[config.mk]
export PLATFORM = sky130hd
export DESIGN_NAME = fir_matrix_ctrl
export DESIGN_NICKNAME = d
export VERILOG_FILES = /design/src/rtl/fir_pkg.sv /design/src/rtl/fir_matrix_ctrl.sv
export SDC_FILE = /design/constraint.sdc
export NUM_CORES = 1
export LEC_CHECK = 0
export ABC_CLOCK_PERIOD_IN_PS = 2100
export CAP_MARGIN = 30
export CORE_UTILIZATION = 30
export DETAILED_ROUTE_END_ITERATION = 8
export DONT_BUFFER_PORTS = 1
export SKIP_LAST_GASP = 1
export SLEW_MARGIN = 30
export SYNTH_ARGS = -nofsm -noshare
export SYNTH_HDL_FRONTEND = slang
export SYNTH_SLANG_ARGS = --single-unit
[constraint.sdc]
create_clock -name clk -period 2.1 [get_ports clk]
set_input_delay 0.315 -clock clk [delete_from_list [all_inputs] [get_ports clk]]
set_output_delay 0.315 -clock clk [all_outputs]
set_load 0.02 [all_outputs]
[src/rtl/fir_pkg.sv]
// Shared types and helpers for the FIR matrix job sequencer.
package fir_pkg;

    typedef enum logic [2:0] {
        StIdle,
        StLoadTap,
        StStream,
        StGap,
        StWaitRes,
        StDone
    } ctrl_state_e;

    // Valid-convolution output count for a tr x tc kernel over a dr x dc frame.
    function automatic int unsigned n_results(input int unsigned tr, input int unsigned tc,
                                              input int unsigned dr, input int unsigned dc);
        return (dr - tr + 1) * (dc - tc + 1);
    endfunction

endpackage

[src/rtl/fir_matrix_ctrl.sv]
// Job sequencer for the FIR DSP-matrix core: loads taps, streams one frame with
// inter-row gaps, then counts results and reports done or timeout.
module fir_matrix_ctrl
    import fir_pkg::*;
#(
    parameter int unsigned TAP_ROW    = 3,
    parameter int unsigned TAP_COL    = 3,
    parameter int unsigned TAP_WIDTH  = 8,
    parameter int unsigned DATA_ROW   = 16,
    parameter int unsigned DATA_COL   = 16,
    parameter int unsigned DATA_WIDTH = 16,
    parameter int unsigned ROW_GAP    = 16,
    parameter int unsigned TIMEOUT    = 4096
) (
    input  logic                  clk,
    input  logic                  reset,
    input  logic                  start_i,
    input  logic [TAP_WIDTH-1:0]  tap_in_i,
    input  logic                  tap_in_vld_i,
    output logic                  tap_in_rdy_o,
    input  logic [DATA_WIDTH-1:0] data_in_i,
    input  logic                  data_in_vld_i,
    output logic                  data_in_rdy_o,
    output logic [TAP_WIDTH-1:0]  tap_o,
    output logic                  tap_vld_o,
    output logic [DATA_WIDTH-1:0] data_o,
    output logic                  data_vld_o,
    input  logic [31:0]           core_result_i,
    input  logic                  core_result_vld_i,
    output logic [31:0]           result_o,
    output logic                  result_vld_o,
    output logic [15:0]           result_cnt_o,
    output logic                  busy_o,
    output logic                  done_o,
    output logic                  err_timeout_o
);

    localparam int unsigned N_TAPS = TAP_ROW * TAP_COL;
    localparam int unsigned N_RES  = n_results(TAP_ROW, TAP_COL, DATA_ROW, DATA_COL);
    localparam int unsigned TW     = $clog2(N_TAPS + 1);
    localparam int unsigned TOW    = $clog2(TIMEOUT + 1);

    localparam logic [TW-1:0]  TAP_LAST = TW'(N_TAPS - 1);
    localparam logic [9:0]     COL_LAST = 10'(DATA_COL - 1);
    localparam logic [9:0]     ROW_LAST = 10'(DATA_ROW - 1);
    localparam logic [9:0]     GAP_LAST = 10'(ROW_GAP - 1);
    localparam logic [TOW-1:0] TO_LAST  = TOW'(TIMEOUT - 1);
    localparam logic [15:0]    N_RES_W  = 16'(N_RES);

    // The core zero-stuffs its FIFO for DATA_COL cycles after each row.
    if (ROW_GAP < DATA_COL) begin : gen_bad_gap
        $error("ROW_GAP must be >= DATA_COL");
    end
    if (N_RES >= 65536) begin : gen_bad_nres
        $error("result count does not fit in 16 bits");
    end

    ctrl_state_e           state_q, state_d;
    logic [TW-1:0]         tap_cnt_q, tap_cnt_d;
    logic [9:0]            col_cnt_q, col_cnt_d;
    logic [9:0]            row_cnt_q, row_cnt_d;
    logic [9:0]            gap_cnt_q, gap_cnt_d;
    logic [TOW-1:0]        timeout_cnt_q, timeout_cnt_d;
    logic [15:0]           result_cnt_q, result_cnt_d;
    logic                  err_q, err_d;
    logic [TAP_WIDTH-1:0]  tap_q;
    logic                  tap_vld_q;
    logic [DATA_WIDTH-1:0] data_q;
    logic                  data_vld_q;
    logic [31:0]           result_q;
    logic                  result_vld_q;
    logic                  tap_fire, data_fire;

    assign tap_in_rdy_o  = (state_q == StLoadTap);
    assign data_in_rdy_o = (state_q == StStream);
    assign tap_fire      = tap_in_vld_i && tap_in_rdy_o;
    assign data_fire     = data_in_vld_i && data_in_rdy_o;

    always_comb begin
        state_d       = state_q;
        tap_cnt_d     = tap_cnt_q;
        col_cnt_d     = col_cnt_q;
        row_cnt_d     = row_cnt_q;
        gap_cnt_d     = gap_cnt_q;
        timeout_cnt_d = timeout_cnt_q;
        err_d         = err_q;
        unique case (state_q)
            StIdle: begin
                if (start_i) begin
                    state_d   = StLoadTap;
                    err_d     = 1'b0;
                    tap_cnt_d = '0;
                    col_cnt_d = '0;
                    row_cnt_d = '0;
                end
            end
            StLoadTap: begin
                if (tap_fire) begin
                    if (tap_cnt_q == TAP_LAST) begin
                        tap_cnt_d = '0;
                        state_d   = StStream;
                    end else begin
                        tap_cnt_d = tap_cnt_q + 1'b1;
                    end
                end
            end
            StStream: begin
                if (data_fire) begin
                    if (col_cnt_q == COL_LAST) begin
                        col_cnt_d = '0;
                        row_cnt_d = row_cnt_q + 10'd1;
                        gap_cnt_d = '0;
                        if (row_cnt_q == ROW_LAST) begin
                            timeout_cnt_d = '0;
                            state_d       = StWaitRes;
                        end else begin
                            state_d = StGap;
                        end
                    end else begin
                        col_cnt_d = col_cnt_q + 10'd1;
                    end
                end
            end
            StGap: begin
                if (gap_cnt_q == GAP_LAST) begin
                    gap_cnt_d = '0;
                    state_d   = StStream;
                end else begin
                    gap_cnt_d = gap_cnt_q + 10'd1;
                end
            end
            StWaitRes: begin
                if (result_cnt_q == N_RES_W) begin
                    state_d = StDone;
                end else if (timeout_cnt_q == TO_LAST) begin
                    err_d   = 1'b1;
                    state_d = StIdle;
                end else begin
                    timeout_cnt_d = timeout_cnt_q + 1'b1;
                end
            end
            StDone:  state_d = StIdle;
            default: state_d = StIdle;
        endcase
    end

    // Results are counted in any active state so early core output is not lost.
    always_comb begin
        result_cnt_d = result_cnt_q;
        if (state_q == StIdle) begin
            if (start_i) begin
                result_cnt_d = '0;
            end
        end else if (core_result_vld_i && (result_cnt_q != N_RES_W)) begin
            result_cnt_d = result_cnt_q + 16'd1;
        end
    end

    always_ff @(posedge clk or negedge reset) begin
        if (!reset) begin
            state_q       <= StIdle;
            tap_cnt_q     <= '0;
            col_cnt_q     <= '0;
            row_cnt_q     <= '0;
            gap_cnt_q     <= '0;
            timeout_cnt_q <= '0;
            result_cnt_q  <= '0;
            err_q         <= 1'b0;
            tap_q         <= '0;
            tap_vld_q     <= 1'b0;
            data_q        <= '0;
            data_vld_q    <= 1'b0;
            result_q      <= '0;
            result_vld_q  <= 1'b0;
        end else begin
            state_q       <= state_d;
            tap_cnt_q     <= tap_cnt_d;
            col_cnt_q     <= col_cnt_d;
            row_cnt_q     <= row_cnt_d;
            gap_cnt_q     <= gap_cnt_d;
            timeout_cnt_q <= timeout_cnt_d;
            result_cnt_q  <= result_cnt_d;
            err_q         <= err_d;
            tap_vld_q     <= tap_fire;
            data_vld_q    <= data_fire;
            result_vld_q  <= core_result_vld_i;
            if (tap_fire) begin
                tap_q <= tap_in_i;
            end
            if (data_fire) begin
                data_q <= data_in_i;
            end
            if (core_result_vld_i) begin
                result_q <= core_result_i;
            end
        end
    end

    assign tap_o         = tap_q;
    assign tap_vld_o     = tap_vld_q;
    assign data_o        = data_q;
    assign data_vld_o    = data_vld_q;
    assign result_o      = result_q;
    assign result_vld_o  = result_vld_q;
    assign result_cnt_o  = result_cnt_q;
    assign err_timeout_o = err_q;
    assign busy_o        = (state_q != StIdle);
    assign done_o        = (state_q == StDone);

endmodule

Word level (Yosys, flattened, before mapping)
Cells that the tools add are included. W data, S select, Z words.

Mux-type cells: 38. Reduce and logical (&&, ||, !) cells: 19. Add/subtract/negate cells: 6. Equal/unequal tests: 23.

Operators by type and width (number): $mux W10 (8); $mux W13 (5); $pmux W10 S2 (3); $mux W16 (3); $add A10 B1 Y10 const B (3); $eq A10 B4 Y1 const B (3); $mux W3 (9); $pmux W13 S2 (1); $add A16 B1 Y16 const B (1); $eq A16 B8 Y1 const B (1); $ne A16 B8 Y1 const B (1); $pmux W3 S5 (1); $add A13 B1 Y13 const B (1); $eq A13 B12 Y1 const B (1); $mux W4 (3); $reduce_bool A2 Y1 (6); $ne A2 B1 Y1 const B (5); $ne A2 B2 Y1 const B (5); $reduce_and A3 Y1 (3); $pmux W4 S2 (1); $reduce_and A4 Y1 (2); $reduce_and A7 Y1 (1); $eq A3 B2 Y1 const B (2); $eq A3 B3 Y1 const B (2); other kinds (11) (15).

Word-level logic and storage cells: 100. Output and inout port bits: 80. Flip-flop bits (word level): 126.

Logic depth before layout (Yosys ltp)
Gate-level depths: netlist (run 1).

Word-level depth: 5. Gate-level depth with buffers: 9.

Worst setup path after synthesis (run 1)
Ideal clock, no wire load.

Kind: register to register. From: register state_q[2]. To: register tap_q[0], in the netlist tap_o[0]. Period minus slack after synthesis: 2.150 ns. Path buffers: 2. Required time: 1.975 ns. Setup time: 0.125 ns. Slack: -0.050 ns. Arrival time: 2.025 ns. Stages on the path, launching flop included: 6. Cell sequence: dfrtp_1 clkbuf_1 nor3b_1 and2_1 buf_2 mux2_2.

Longest elaborated chain between the ends: 2.

Ends and longest elaborated chain: start, declared (RTL line fir_matrix_ctrl.sv:58) `ctrl_state_e state_q, state_d;`; start signal, assigned (RTL line fir_matrix_ctrl.sv:161) `state_q <= StIdle;`; start signal, assigned (RTL line fir_matrix_ctrl.sv:176) `state_q <= state_d;`; $eq A3 B1 Y1 (RTL line fir_matrix_ctrl.sv:74) `assign tap_in_rdy_o = (state_q == StLoadTap);`; via tap_in_rdy_o (RTL line fir_matrix_ctrl.sv:20) `output logic tap_in_rdy_o,`; $logic_and A1 B1 Y1 (RTL line fir_matrix_ctrl.sv:76) `assign tap_fire = tap_in_vld_i && tap_in_rdy_o;`; via tap_fire (RTL line fir_matrix_ctrl.sv:72) `logic tap_fire, data_fire;`; end signal, assigned (RTL line fir_matrix_ctrl.sv:188) `tap_q <= tap_in_i;`; end, declared (RTL line fir_matrix_ctrl.sv:66) `logic [TAP_WIDTH-1:0] tap_q;`.

The timed path passes the listed nets, and every way through them passes these cells. A chain may end at the register's enable or synchronous reset.

Worst setup path in the final report (run 1)
From: register row_cnt_q[6]. To: register timeout_cnt_q[11].

Longest elaborated chain between the ends: 3.

Ends and longest elaborated chain: start, declared (RTL line fir_matrix_ctrl.sv:61) `logic [9:0] row_cnt_q, row_cnt_d;`; start signal, assigned (RTL line fir_matrix_ctrl.sv:179) `row_cnt_q <= row_cnt_d;`; $eq A10 B4 Y1 (RTL line fir_matrix_ctrl.sv:113) `if (row_cnt_q == ROW_LAST) begin`; $ne A2 B1 Y1 (no line); $reduce_and A6 Y1 (no line); end signal, assigned (RTL line fir_matrix_ctrl.sv:181) `timeout_cnt_q <= timeout_cnt_d;`; end, declared (RTL line fir_matrix_ctrl.sv:63) `logic [TOW-1:0] timeout_cnt_q, timeout_cnt_d;`.

Every way passes these cells.

==> results.toml, run 1 <==
[outcome]
outcome = "finished, violations left"
violations = "hold timing"

[layout]
diodes = 0
fin_nets = 646
fin_cells = 849
design_area_mm2 = 0.00713
drive_gt1_frac = 0.278
utilization = 0.377
fillers = 1811
syn2layout_area_growth_pct = 22.4
mostFrequentLayoutCell = "dfrtp_1"
final_cell_mix = "dfrtp_1, mux2_2, buf_4, nor2_1, o21ai_0"

[timing]
slew_viol_final = 0
post-route-period-util = 0.983
fmax_mhz = 485
setup_ws_ps = 36.2
worst_pin_slew_ps = 612
setup_violations = 0
grt_setup_unrepaired = "yes"
skew_ps = 7.93
holdWs_ps = -408
fin_setup_tns_ps = 0
fin_crit_ps = 2060
relSlewSlack = 0.587
hold_violations = 126

[global_routing]
grt_util_met3 = 0.0442
antenna_found_initial = 0
grt.overflow.total = 0
grt_pass1_vias = 4399
gr-usage-met2 = 0.225
track_usage = 0.136
grt_pass1_wl_mm = 21.5
top_usage_layer = "met2"
grt_max_degree = 127
met1_usage = 0.168

[clock_tree]
cts_buffers = 17
h-tree-depth = 4
insertion_delay_ps = 410
root_buffer = "clkbuf_16"
cts_hold_buffers = 1
clk_path_buf_depth = 2
cts_tree = "yes"
path_clk_slew_ps = 60
clock_sinks = 126

[detailed_routing]
postRouteAntennaNets = 0
drc = 0
via_per_inst = 5.03
wl_per_cell_um = 15.2
num_vias = 4273
drt-total-wl_mm = 12.9
drt_iter0_drc = 178
drt_pass1_iterations = 4

[power]
p_per_area_mw_per_mm2 = 1080
power.total_mw = 7.67
vdd_drop_max_uv = 622
leakage_nw = 3.10

[synth]
yosysWarnings = 0
synth_area_mm2 = 0.00583
synth_top_flop_cell = "dfrtp_1"
ys_seq_area_frac = 0.541
async_flop_share = 1.00
syn_inst = 521
ys_seq_elements = 126
syn_area_per_cell_um2 = 11.2
ys_types = 56
synth-edff-count = 0
synthesis.nets = 591

[setup_path]
crit_type = "reg2reg"
reg2reg_depth = 5
worstPathArrival_ps = 2360
critPathCaptureType = "flop"
required_ps = 2390
timing.rr.end = "timeout_cnt_q[11]"
path_max_fanout = 6
start_kind = "flop"
endpoint = "timeout_cnt_q[11]"
r2r_start = "row_cnt_q[6]"
startpoint = "row_cnt_q[6]"
reg2reg_setup_slack_ps = 40

[placed_design]
pre_cts_ws_ps = -167
place_congestion = 0.813
io_buffers = 0
dp.cells = 815
hpwl_mm = 9.14
postPlaceCellArea_mm2 = 0.00647

[flow_run]
cap_violations = 0

[floorplanning]
die_w_um = 141
die_area_mm2 = 0.0200
die_h_um = 141
rows = 50
io_pins = 142
initial_core_util = 0.308
core-area_mm2 = 0.0189

[min_path]
hp-class = "in2async"
==> cell usage after synthesis, drive strengths merged, types with 2 or more instances <==
master	count	area, um^2
a211o	2	17.5
a21boi	3	26.3
a21o	4	30.0
a21oi	11	55.1
a22o	2	18.8
a22oi	2	15.0
a31oi	9	56.3
a41oi	2	17.5
and2	4	25.0
and3	16	104
and4	4	35.0
buf	9	50.0
clkbuf	11	41.3
dfrtp	126	3150
ha	8	100
inv	12	45.0
mux2	56	631
mux2i	3	30.0
nand2	32	120
nand2b	3	18.8
nand3	27	135
nand4	13	81.3
nor2	39	146
nor2b	2	12.5
nor3	11	66.3
nor3b	5	37.5
nor4	7	43.8
nor4b	3	26.3
o211ai	2	15.0
o21a	4	30.0
o21ai	36	184
o22a	2	20.0
o31ai	10	75.1
o41ai	2	36.3
or3	5	31.3
or4	5	45.0
xnor2	13	114
xor2	6	52.6
==> worst max-delay path, stage by stage, from the launching register on <==
cell and delay (ps):
dfrtp_1 370, or4_1 520, or4_4 470, nor3_4 180
o21ai_4 100, a211o_1 300
==> power breakdown <==
part | internal (mW) | switching [mW] | total [mW]
sequential | 2.80 | 0.579 | 3.38
combinational | 0.617 | 0.726 | 1.34
clock | 1.78 | 1.17 | 2.95
==> layout make-up <==
cell class	instances	area [um^2]	share of cell area
Clock buffer	17	425	0.0596
Clock inverter	15	170	0.0239
Inverter	12	47.5	0.00667
Multi-Input combinational cell	363	2580	0.362
Sequential cell	126	3150	0.442
Tap cell	260	325	0.0456
Timing Repair Buffer	56	427	0.0598
==> flip-flops by register name, summed over array words and instances (netlist names), 3 cells and up <==
register and cells:
col_cnt_q 10, data_o 16, gap_cnt_q 10, result_cnt_o 16
result_o 32, row_cnt_q 10, state_q 3, tap_cnt_q 4
tap_o 8, timeout_cnt_q 13
==> repair_timing <==
item | 4_1_cts | 5_1_grt
buffers inserted | 0 | 1
resized for setup | 3 | 8
endpoints found under the hold margin | 127 | 126
endpoints found under the setup margin | 7 | 17
==> cell families (layout without fill, tap and decap cells) <==
family	Yosys count	after routing	synth area share
DFF	126	126	0.541
adders and majority gates	8	8	0.0172
muxes	59	59	0.113
buffers and inverters	32	100	0.0234
AOI/OAI and AO/OA	94	94	0.107
xor gates and xnor gates	19	19	0.0286
and+or+nand+nor	183	183	0.170
==> worst min path at each step <==
stage / start / endpoint / slack, ps / cells after the start
finish: reset / result_cnt_o[15] / -410 / 0
global route: reset / result_cnt_o[15] / -430 / 0
CTS: reset / result_cnt_o[15] / -430 / 0
detailed placement: reset / result_cnt_o[15] / 20 / 0
global placement: reset / result_cnt_o[15] / 20 / 0
floorplan: reset / col_cnt_q[0] / 20 / 0
==> metal layers <==
metal | part of all wire | up-vias
met5 | 0 | -
met4 | 0.012 | 0
met3 | 0.052 | 15
met2 | 0.50 | 119
met1 | 0.44 | 2121
li1 | - | 2018
Power figures use the tool's default switching activity.
==> inputs of run 2 (changes only) <==
CORE_MARGIN = 8   (was unset)
==> results.toml, run 2 (same netlist as run 1, synthesis figures left out) <==
[floorplanning]
io_pins = 142
die_h_um = 155
die_area_mm2 = 0.0241
rows = 51
die_w_um = 155
core-area_mm2 = 0.0193
initial_core_util = 0.302

[detailed_routing]
drc = 0
drt_iter0_drc = 280
postRouteAntennaNets = 0
wl_per_cell_um = 15.9
via_per_inst = 5.02
drt-total-wl_mm = 13.6
num_vias = 4293
drt_pass1_iterations = 4

[global_routing]
track_usage = 0.116
grt_max_degree = 127
grt_pass1_vias = 4596
grt_pass1_wl_mm = 22.8
antenna_found_initial = 1
grt.overflow.total = 0

[timing]
grt_setup_unrepaired = "yes"
holdWs_ps = -397
fin_crit_ps = 2080
setup_violations = 0
slew_viol_final = 0
worst_pin_slew_ps = 548
skew_ps = 15.0
relSlewSlack = 0.630
post-route-period-util = 0.989
setup_ws_ps = 24.1
hold_violations = 126
fmax_mhz = 482

[flow_run]
cap_violations = 0

[layout]
final_cell_mix = "dfrtp_1, mux2_2, buf_4, nor2_1, o21ai_0"
mostFrequentLayoutCell = "dfrtp_1"
diodes = 0
drive_gt1_frac = 0.286
syn2layout_area_growth_pct = 22.3
fin_nets = 648
largest_reg_flops = 32

[clock_tree]
cts_buffers = 17
cts_tree = "yes"
clock_sinks = 126
clk_path_buf_depth = 2
root_buffer = "clkbuf_16"
cts_hold_buffers = 1
path_clk_slew_ps = 60
insertion_delay_ps = 420
h-tree-depth = 4

[setup_path]
max_stage_delay_ps = 510
crit_buf_inv = 0
worstSetupPathDepth = 5
start_kind = "flop"
crit_type = "reg2reg"
required_ps = 2390
path_max_fanout = 6
cp_top_family = "simple AND/OR/NAND/NOR gates"
critPathCaptureType = "flop"
reg2reg_depth = 5
worstPathArrival_ps = 2370
path_cells = "or4_1, or4_4, nor3_4, o21ai_4, a211o_1"
crit_slowest_cell = "or4_1"

[power]
p_per_area_mw_per_mm2 = 1060
leakage_nw = 3.10
vdd_drop_max_uv = 620

[outcome]
violations = "hold timing"
outcome = "finished, violations left"

[min_path]
hp-class = "in2async"

[placed_design]
io_buffers = 0
place_congestion = 0.820
hpwl_mm = 9.88
pre_cts_ws_ps = -124
## run 2: repair_timing
action                                  4_1_cts  5_1_grt
hold endpoints to repair                    127      126
setup buffers                                 0        1
endpoints found under the setup margin        7       46
resized for setup                             3        9
pin swaps                                     0        2
## run 2: metrics by stage
step | power (mW) | TNS, ps | area, um^2 | cells | util
after floorplan | 4.30 | 0 | 5830 | 521 | -
final | 7.54 | 0 | 7130 | 856 | 0.370
after CTS | 7.63 | -110 | 7080 | 855 | 0.367
after detailed placement | 4.77 | -415 | 6490 | 822 | 0.337
after global routing | 7.96 | -138 | 7130 | 856 | 0.370
after global placement | 4.71 | -93.2 | 6490 | 822 | 0.337
## run 2: final cells by class
| class | instances | area, um^2 |
|---|---|---|
| inverter | 12 | 45.0 |
| multi-input combinational | 363 | 2590 |
| sequential | 126 | 3150 |
| fill | 1909 | 12100 |
| clock buffer | 20 | 457 |
| timing repair buffer | 58 | 442 |
| clock inverter | 12 | 111 |
| tap | 265 | 332 |
## run 2: per-layer routing
layer	up-vias	GRT usage	wire [um]
met5	-	0	11
met4	2	0.0439	152
met1	2128	0.137	5800
met2	127	0.190	6710
li1	2020	-	-
met3	16	0.0411	971
## run 2: final timing paths
check | start | to | slack (ps)
min in group clk | core_result_i[10] | result_o[10] | 50
worst max register to register | row_cnt_q[6] | timeout_cnt_q[11] | 20
worst min register to register | row_cnt_q[0] | row_cnt_q[0] | 510
max in group asynchronous | reset | data_o[13] | 2320
worst max-delay path | row_cnt_q[6] | timeout_cnt_q[11] | 20
worst min-delay path | reset | result_cnt_o[7] | -400
## run 2: where the power goes
group / internal [mW] / switching [mW]
registers: 2.80 / 0.585
clock network: 1.70 / 1.09
logic: 0.646 / 0.714
==> inputs of run 3 (changes only) <==
ABC_AREA = 1   (was unset)
==> results.toml, run 3 <==
[clock_tree]
clock_sinks = 126
h-tree-depth = 4
insertion_delay_ps = 410
clk_path_buf_depth = 2
cts_setup_buffers = 0
path_clk_slew_ps = 60
root_buffer = "clkbuf_16"
cts_tree = "yes"
cts_buffers = 17

[floorplanning]
die_h_um = 163
io_pins = 142
die_area_mm2 = 0.0264
initial_core_util = 0.306
core-area_mm2 = 0.0211
rows = 53
die_w_um = 163

[synth]
synth_top_area_share = 0.489
synth_area_mm2 = 0.00645
synthTopCellsByCount = "nand2_1, dfrtp_1, nand3_1"
ys_types = 38
syn_inst = 836
yosysWarnings = 0
synthesis.nets = 906
synth_area_leader_cell = "dfrtp_1"
synth_top_flop_cell = "dfrtp_1"
synth_area_leaders = "dfrtp_1, nand2_1, nand3_1, nor2_1, inv_1"
async_flop_share = 1.00
syn_area_per_cell_um2 = 7.72
synth_most_common_cell = "nand2_1"
ys_seq_area_frac = 0.489
synth-edff-count = 0
ys_seq_elements = 126

[timing]
skew_ps = 11.2
fin_setup_tns_ps = 0
worst_pin_slew_ps = 500
grt_setup_unrepaired = "no"
hold_violations = 126
setup_violations = 0
fmax_mhz = 524
relSlewSlack = 0.665
fin_crit_ps = 1910
setup_ws_ps = 192
slew_viol_final = 0
holdWs_ps = -408
post-route-period-util = 0.909

[global_routing]
track_usage = 0.129
grt_pass1_vias = 5584
grt.overflow.total = 0
grt_max_degree = 127
grt_pass1_wl_mm = 27.9
antenna_found_initial = 0

[min_path]
hp-class = "in2async"

[setup_path]
required_ps = 1780
max_stage_delay_ps = 440
path_max_fanout = 11
crit_type = "reg2out"
start_kind = "flop"
path_cells = "nor2_2, inv_2, nor2_4, inv_1, buf_4"
critPathCaptureType = "output pin"
worstPathArrival_ps = 1590
crit_slowest_cell = "dfrtp_1"

[detailed_routing]
drt_pass1_iterations = 4
postRouteAntennaNets = 0
drc = 0
wl_per_cell_um = 14.2
via_per_inst = 4.69
drt-total-wl_mm = 16.6
num_vias = 5492
drt_iter0_drc = 288

[layout]
diodes = 0
syn2layout_area_growth_pct = 20.2
final_cell_mix = "nand2_1, dfrtp_1, nand3_1, nor2_1, inv_1"
mostFrequentLayoutCell = "nand2_1"
design_area_mm2 = 0.00775
fin_cells = 1171
drive_gt1_frac = 0.103
fin_nets = 954
largest_reg_flops = 32
utilization = 0.368

[power]
vdd_drop_max_uv = 373
p_switching_mw = 1.64
p_comb_frac = 0.079
power.total_mw = 6.42
clockPowerShare = 0.493
p_per_area_mw_per_mm2 = 828
internal_power_mw = 4.77
swShare = 0.256
leakage_nw = 4.01
seq_power_share = 0.428

[placed_design]
pre_cts_ws_ps = 249
place_congestion = 0.846
dp.cells = 1115
postPlaceCellArea_mm2 = 0.00687
io_buffers = 0
hpwl_mm = 11.5

[outcome]
violations = "hold timing"
outcome = "finished, violations left"

[flow_run]
cap_violations = 0
run 3: cell count changes after synthesis, sizes merged, moves of 6 or more:
cell	change
o21ai	-9
nand3	+53
a31oi	-9
nor4	-7
xor2	+6
or2	+6
xnor2	-8
nand2	+316
nand4	+11
mux2	-56
inv	+52
o31ai	-8
and3	-15
nor2	+34
run 3: final timing paths:
kind                                       start  slack, ps  depth (start not counted)          endpoint
worst max register to register        state_q[0]        280                          9      row_cnt_q[2]
worst max-delay path                  state_q[0]        190                          5            busy_o
worst min register to register  timeout_cnt_q[3]        500                          2  timeout_cnt_q[3]
max in group asynchronous                  reset       2240                          0          tap_o[6]
worst min-delay path                       reset       -410                          0  result_cnt_o[14]
min in group clk                   data_in_i[10]         20                          2        data_o[10]
run 3: what timing repair did:
action	in CTS	in global routing
resized for setup	0	1
hold buffers	24	1
endpoints found under the hold margin	147	127
setup endpoints to repair	0	2
run 3: area by class of cell:
class | count | area [um^2]
Clock buffer | 19 | 443
Clock inverter | 12 | 186
Fill cell | 2165 | 13300
Inverter | 65 | 246
Multi-Input combinational cell | 626 | 2950
Sequential cell | 126 | 3150
Tap cell | 275 | 344
Timing Repair Buffer | 48 | 423
run 3: worst max-delay path: cells and delay by family (launching register included):
family	cells	cell delay, ps
AND/OR/NAND/NOR	2	340
flip-flops	1	440
buffers and inverters	3	380
run 3: layer usage:
| layer | GRT usage | share of wire | routed length [um] |
|---|---|---|---|
| met5 | 0 | 0 | 0 |
| met4 | 0.0392 | 0.011 | 189 |
| met3 | 0.0501 | 0.085 | 1410 |
| met2 | 0.195 | 0.44 | 7310 |
| met1 | 0.167 | 0.46 | 7670 |
run 3: power groups by stage:
stage          Combinational, mW  Clock, mW  Sequential (mW)
2_1_floorplan              0.252          0             2.84
3_5_place_dp               0.472          0             2.79
3_3_place_gp               0.461          0             2.79
4_1_cts                    0.508       3.26             2.75
5_1_grt                    0.579       3.36             2.76
6_report                   0.508       3.16             2.74
run 3: logic make-up (layout without fill, tap and decap cells):
| logic type | Yosys count | count (layout) | share of synthesized area |
|---|---|---|---|
| DFF | 126 | 126 | 0.489 |
| xor gates and xnor gates | 17 | 17 | 0.0231 |
| AOI/OAI and AO/OA | 45 | 45 | 0.0409 |
| buffers and inverters | 84 | 144 | 0.0532 |
| and+or+nand+nor | 556 | 556 | 0.378 |
| adders and majority gates | 8 | 8 | 0.0155 |
